--- config.mk ---
export PLATFORM = sky130hd
export DESIGN_NAME = mp_subtractor_flat
export DESIGN_NICKNAME = d
export VERILOG_FILES = /design/src/rtl/mp_subtractor_if.sv /design/src/rtl/mp_subtractor.sv /design/src/flat_wrapper.sv
export SDC_FILE = /design/constraint.sdc
export NUM_CORES = 1
export LEC_CHECK = 0
export ABC_AREA = 1
export CAP_MARGIN = 5
export CORE_MARGIN = 2
export CORE_UTILIZATION = 35
export CTS_CLUSTER_SIZE = 20
export DETAILED_ROUTE_END_ITERATION = 8
export GPL_TIMING_DRIVEN = 0
export HOLD_SLACK_MARGIN = 0.08
export PLACE_DENSITY_LB_ADDON = 0.15
export SETUP_SLACK_MARGIN = 0.1
export SLEW_MARGIN = 30
export SYNTH_ARGS = -nofsm -noshare
export SYNTH_HDL_FRONTEND = slang
export SYNTH_SLANG_ARGS = --single-unit
--- constraint.sdc ---
create_clock -name clk -period 2.65 [get_ports clk]
set_input_delay 0.53 -clock clk [delete_from_list [all_inputs] [get_ports clk]]
set_output_delay 0.53 -clock clk [all_outputs]
set_load 0.01 [all_outputs]
--- src/rtl/mp_subtractor_if.sv ---
// Start/done handshake bundle for the iterative multi-precision subtractor.
// The controller drives the master side and the arithmetic block is the
// slave side. The add/subtract select line exists only when
// MPSUB_ADD_MODE_EN is defined.
interface mp_subtractor_if #(
    parameter int WIDTH = 128
) ();
    logic             start;
    logic [WIDTH-1:0] A;
    logic [WIDTH-1:0] B;
    logic [WIDTH-1:0] C;
    logic             borrow;
    logic             done;
    logic             busy;
`ifdef MPSUB_ADD_MODE_EN
    logic             sub;
`endif

    modport master (
        output start, A, B,
`ifdef MPSUB_ADD_MODE_EN
        output sub,
`endif
        input  C, borrow, done, busy
    );

    modport slave (
        input  start, A, B,
`ifdef MPSUB_ADD_MODE_EN
        input  sub,
`endif
        output C, borrow, done, busy
    );
endinterface

--- src/rtl/mp_subtractor.sv ---
// Iterative multi-precision subtractor: C = A - B mod 2^WIDTH plus final borrow.
// Processes one WORD-bit limb per cycle, least significant limb first, and
// pulses done for one cycle when the result is ready.
// Optional build macro MPSUB_ADD_MODE_EN adds a sub select input
// (1 = subtract, 0 = add) so one block can serve as both adder and subtractor.
module mp_subtractor #(
    parameter int WIDTH = 128,
    parameter int WORD  = 64
) (
    input  logic           clk,
    input  logic           rst,
    mp_subtractor_if.slave bus
);
    localparam int NWORDS = WIDTH / WORD;
    localparam int CW     = $clog2(NWORDS + 1);

    typedef enum logic [1:0] {
        S_IDLE    = 2'd0,
        S_COMPUTE = 2'd1,
        S_DONE    = 2'd2
    } state_t;

    state_t           state_q, state_d;
    logic [CW-1:0]    cnt_q, cnt_d;
    logic [WIDTH-1:0] regA_q, regB_q, regC_q;
    logic             chain_q;    // borrow (or carry) between limbs
    logic             borrow_q;   // final borrow/carry presented on the output
    logic             sub_q;      // captured operation select
    logic             first_cin;  // chain value entering the first limb
    logic             last_limb;

    logic [WORD-1:0]  limb_d;
    logic             limb_chain;   // chain bit produced by the current limb
    logic             limb_flag;    // value the output borrow takes on the last limb

    // Operation select: fixed to subtract unless the add mode is built in.
`ifdef MPSUB_ADD_MODE_EN
    assign first_cin = bus.sub;
    always_ff @(posedge clk) begin
        if (rst)                  sub_q <= 1'b1;
        else if (state_q == S_IDLE) sub_q <= bus.sub;
    end
`else
    assign first_cin = 1'b0;
    assign sub_q     = 1'b1;
`endif

    // Single-limb arithmetic on the low WORD bits of the operand shifters.
`ifdef MPSUB_ADD_MODE_EN
    logic [WORD-1:0] limb_b;
    logic [WORD:0]   limb_sum;
    always_comb begin
        limb_b     = sub_q ? ~regB_q[WORD-1:0] : regB_q[WORD-1:0];
        limb_sum   = {1'b0, regA_q[WORD-1:0]} + {1'b0, limb_b} + {{WORD{1'b0}}, chain_q};
        limb_d     = limb_sum[WORD-1:0];
        limb_chain = limb_sum[WORD];
        // In subtract mode a missing carry out means A < B.
        limb_flag  = sub_q ? ~limb_sum[WORD] : limb_sum[WORD];
    end
`else
    logic [WORD:0] limb_diff;
    always_comb begin
        limb_diff  = {1'b0, regA_q[WORD-1:0]} - {1'b0, regB_q[WORD-1:0]}
                     - {{WORD{1'b0}}, chain_q};
        limb_d     = limb_diff[WORD-1:0];
        limb_chain = limb_diff[WORD];
        limb_flag  = limb_diff[WORD];
    end
`endif

    // FSM state and limb counter register.
    always_ff @(posedge clk) begin
        if (rst) begin
            state_q <= S_IDLE;
            cnt_q   <= '0;
        end else begin
            state_q <= state_d;
            cnt_q   <= cnt_d;
        end
    end

    // Next-state logic: IDLE -> COMPUTE for NWORDS limbs -> DONE -> IDLE.
    always_comb begin
        state_d   = state_q;
        cnt_d     = cnt_q;
        last_limb = 1'b0;
        case (state_q)
            S_IDLE: begin
                cnt_d = '0;
                if (bus.start) state_d = S_COMPUTE;
            end
            S_COMPUTE: begin
                cnt_d = cnt_q + 1'b1;
                if (cnt_q == CW'(NWORDS - 1)) begin
                    last_limb = 1'b1;
                    state_d   = S_DONE;
                end
            end
            S_DONE:  state_d = S_IDLE;
            default: state_d = S_IDLE;
        endcase
    end

    // Datapath: operands track the inputs while idle, then shift one limb per cycle.
    always_ff @(posedge clk) begin
        if (rst) begin
            regA_q   <= '0;
            regB_q   <= '0;
            regC_q   <= '0;
            chain_q  <= 1'b0;
            borrow_q <= 1'b0;
        end else begin
            case (state_q)
                S_IDLE: begin
                    regA_q  <= bus.A;
                    regB_q  <= bus.B;
                    chain_q <= first_cin;
                end
                S_COMPUTE: begin
                    regA_q  <= regA_q >> WORD;
                    regB_q  <= regB_q >> WORD;
                    regC_q  <= (regC_q >> WORD) | (WIDTH'(limb_d) << (WIDTH - WORD));
                    chain_q <= limb_chain;
                    if (last_limb) borrow_q <= limb_flag;
                end
                default: ;
            endcase
        end
    end

    assign bus.C      = regC_q;
    assign bus.borrow = borrow_q;
    assign bus.done   = (state_q == S_DONE);
    assign bus.busy   = (state_q != S_IDLE);
endmodule
--- src/flat_wrapper.sv ---
// flat-port wrapper written by rule: the top's interface ports become plain ports
module mp_subtractor_flat 
#(
    parameter int WIDTH = 128,
    parameter int WORD  = 64
)
  (clk, rst, bus_start, bus_A, bus_B, bus_C, bus_borrow, bus_done, bus_busy);
  mp_subtractor_if #(.WIDTH(WIDTH)) bus_i ();
  input  logic clk;
  input  logic rst;
  input wire logic [$bits(bus_i.start)-1:0] bus_start;
  input wire logic [$bits(bus_i.A)-1:0] bus_A;
  input wire logic [$bits(bus_i.B)-1:0] bus_B;
  output wire logic [$bits(bus_i.C)-1:0] bus_C;
  output wire logic [$bits(bus_i.borrow)-1:0] bus_borrow;
  output wire logic [$bits(bus_i.done)-1:0] bus_done;
  output wire logic [$bits(bus_i.busy)-1:0] bus_busy;
  assign bus_i.start = bus_start;
  assign bus_i.A = bus_A;
  assign bus_i.B = bus_B;
  assign bus_C = bus_i.C;
  assign bus_borrow = bus_i.borrow;
  assign bus_done = bus_i.done;
  assign bus_busy = bus_i.busy;
  mp_subtractor #(.WIDTH(WIDTH), .WORD(WORD)) u_core (.clk(clk), .rst(rst), .bus(bus_i));
endmodule
==> summary.md <==
| Metric | Value |
|---|---|
| Status | `finished with violations` |
| Failing checks | `negative setup slack` |
| Synth Flop Type | `dfxtp_1` |
| Starting Density | `0.354` |
| Final setup fails | `43` |
| Pint | `13.2 mW` |
| Crit. End Element | `register` |
| Clk_lat worst skew | `0.58 ns` |
| Grt ovf | `0` |
| Synth async-reset ratio | `0` |
| Max Fclk | `327 MHz` |
| Post-Syn Nets | `3894` |
| Register area share after synthesis | `0.357` |
| Final Core Density | `0.483` |
| Post-synthesis register bit count | `slightly below 400` |
| Maximum vdd drop | `0.434 mV` |
| Hold WC Path Type | `reg -> reg` |
| Residual DRC count | `0` |
| Hpwl dp | `63.5 mm` |
| Depth of the CTS H-tree | `2` |
| Core region area | `61700 um^2` |
| Die Footprint | `64400 um^2` |
| Initial DRC Count | `1202` |
| Final worst slack | `-0.409 ns` |
| I/O pin count | `390` |
| Antenna violations before repair | `3` |
| Switching share of total power | `0.366` |
| Clock buffer depth | `3` |
| Unrepaired setup endpoints after global routing | `yes` |
| Worst Setup Start Kind | `register` |
| Kind of critical path | `reg -> reg` |
| CTS tree | `yes` |
| Comb power frac | `0.371` |
| DP Cell Count | `4733` |
| Vias in the first global route | `20600` |
| Final Max Slew Viols | `0` |
| Worst slack at placement | `-0.846 ns` |
| Clock network fraction of total power | `0.303` |
| # fillers | `6594` |
| Total Power | `20.8 mW` |
| Syn. warnings | `0` |
| Worst EP arrival | `3.52 ns` |
| Mapped Area | `between 20000 and 25000 um^2` |
| Reg power frac | `0.326` |
| Cell Count, Final, Fillers Out | `4832` |
| Root Driver | `clkbuf_16` |
| Vias/cell | `4.54` |
| Fin. Hold Viols | `0` |
| Worst slew pin tran | `0.969 ns` |
| Net Switching | `7.62 mW` |
| Number of nets with antenna violations after routing | `0` |
| Die H | `254 um` |
| Cell variety after synth | `33` |
| All-Layer GR Usage | `0.237` |
| Largest net degree at the start of global routing | `20` |
| Total Routed Length | `77.6 mm` |
| Area of the multi-input gates | `12300 um^2` |
| Leak | `between 10 and 15 nW` |
| Area delta synth->final | `36.6%` |
| Mapped Avg Cell Area | `6.23 um^2` |
| Max-capacitance violation count | `0` |
| IO Port Bufs | `around 390` |
| Pwr Density | `698 nW/um^2` |
| Worst hold slack | `0.463 ns` |
| Final net count | `~4300` |
| Register Area | `roughly 7800 um^2` |
| Number of flops mapped to enable cells by yosys | `0` |
| Worst path required time | `3.11 ns` |
| GP Congestion | `~0.95` |
| CP Max Fanout | `3` |
| WL/cell | `between 15 and 20 um` |
| Num CTS Buffers | `45` |
| Worst slew margin | `0.354` |
| Final worst-path cycle share | `1.15` |
| Setup Skew | `0.0198 ns` |
| Clk slew on worst S/H paths | `0.06 ns` |
| Die width | `254 um` |
| Pre-antenna DRT Iters | `5` |
| Mapped Cells | `3506` |
| Via total after detailed routing | `21900` |
| Final Critical Period | `3.06 ns` |
| First-pass GRT wire length | `116 mm` |
| Clk sinks | `a little under 400` |
| Row count | `about 90` |
| Share of cells above drive strength 1 | `0.103` |
registers in the layout, summed over array words and instances, names as in the netlist:
signal	count
u_core.bus.borrow	1
u_core.cnt_q	2
u_core.chain_q	1
u_core.regB_q	128
u_core.state_q	2
u_core.regA_q	128
u_core.bus.C	128
worst max-delay path, cell delays in order, from the launching register on:
cell     delay (ns)
dfxtp_4        0.38
inv_4          0.06
fa_1           0.56
inv_2          0.06
ha_4           0.16
nor2_4         0.12
inv_2          0.06
fa_2           0.35
inv_2          0.06
nand2_2        0.06
nand2_2        0.08
nand2_4        0.07
nand2_4        0.08
nand2_4        0.07
nand2_4        0.08
nand2_4        0.08
nand2_4        0.08
nand2_4        0.09
a21oi_4        0.18
nor2_2         0.06
nor2_4         0.13
nor2_1         0.05
final timing paths:
kind                          start                end  slack, ns  cells past startpoint
hold reg to reg   u_core.regA_q[96]  u_core.regA_q[96]       0.46                      2
setup / recovery   u_core.regB_q[0]  u_core.bus.C[102]      -0.41                     21
setup reg to reg   u_core.regB_q[0]  u_core.bus.C[102]      -0.41                     21
hold / removal    u_core.regA_q[96]  u_core.regA_q[96]       0.46                      2
stage by stage:
step | area, um^2 | setup TNS [ns]
detailed placement | 26900 | -20.43
finish | 29800 | -10.89
global route | 29800 | -17.14
floorplan | 21900 | -0.120
CTS | 28900 | -10.24
global placement | 26800 | -45.13
power by group through the flow:
stage	sequential (mW)	combinational (mW)	clock (mW)
floorplan	6.87	3.98	0
global placement	6.90	6.55	0
detailed placement	6.91	6.57	0
CTS	6.78	6.99	6.45
global route	6.84	8.53	6.67
finish	6.78	7.73	6.31
logic make-up after synthesis:
logic type,synth area share
adders and majority gates,0.0746
and+or+nand+nor,0.318
xor gates and xnor gates,0.0128
DFF,0.357
buffers and inverters,0.140
AOI/OAI and AO/OA,0.0973
Yosys cell counts (2+ instances only):
cell type / count / share of area
o21ai_0: 130 / 0.030
a21o_1: 2 / 0.00069
clkbuf_1: 83 / 0.014
nor4_2: 2 / 0.0011
buf_2: 49 / 0.011
nand3_1: 202 / 0.046
nand2_1: 1246 / 0.21
nor2_1: 243 / 0.042
xor2_1: 26 / 0.010
nor4_1: 2 / 0.00057
buf_1: 8 / 0.0014
a21oi_1: 263 / 0.060
nor3_2: 3 / 0.0014
nor3_1: 13 / 0.0030
fa_1: 2 / 0.0018
nand2_2: 10 / 0.0029
and2_1: 3 / 0.00086
inv_1: 648 / 0.11
nor2_2: 13 / 0.0037
o21bai_1: 12 / 0.0041
dfxtp_1: 390 / 0.36
xnor2_1: 6 / 0.0024
a31oi_1: 3 / 0.00086
nand4_1: 7 / 0.0020
ha_1: 127 / 0.073
inv_2: 6 / 0.0010
final cells by class:
class	count	area share
Antenna cell	1	0.0000839
Clock inverter	13	0.00541
Sequential cell	390	0.262
Buffer	140	0.0202
Timing Repair Buffer	409	0.137
Clock buffer	67	0.0449
Tap cell	837	0.0351
Inverter	654	0.0824
Multi-Input combinational cell	2321	0.412
cells in the final DEF, fill, tap and decap left out, types with 54 or more instances in the layout:
master	netlist	final
nor2_1	243	218
nand3_1	202	173
ha_1	127	84
nand2_2	10	54
clkbuf_1	83	90
o21ai_0	130	111
dfxtp_1	390	383
inv_1	648	641
clkdlybuf4s50_1	0	389
a21oi_1	263	248
nand2_1	1246	1164
what timing repair did:
action	CTS	global route
resized for setup	102	214
cloned	0	0
buffers inserted	13	7
endpoints found under the setup margin	59	59
pin swaps	31	62
hold endpoints to repair	0	0
hold buffers	0	0
metal layers:
layer / part of all wire / up-vias / GRT usage
met5: 0.00017 / - / 0
met4: 0.021 / 2 / 0.0644
met3: 0.062 / 93 / 0.0342
met2: 0.43 / 590 / 0.374
met1: 0.48 / 9689 / 0.336
li1: - / 11500 / -
Power figures use the tool's default switching activity.
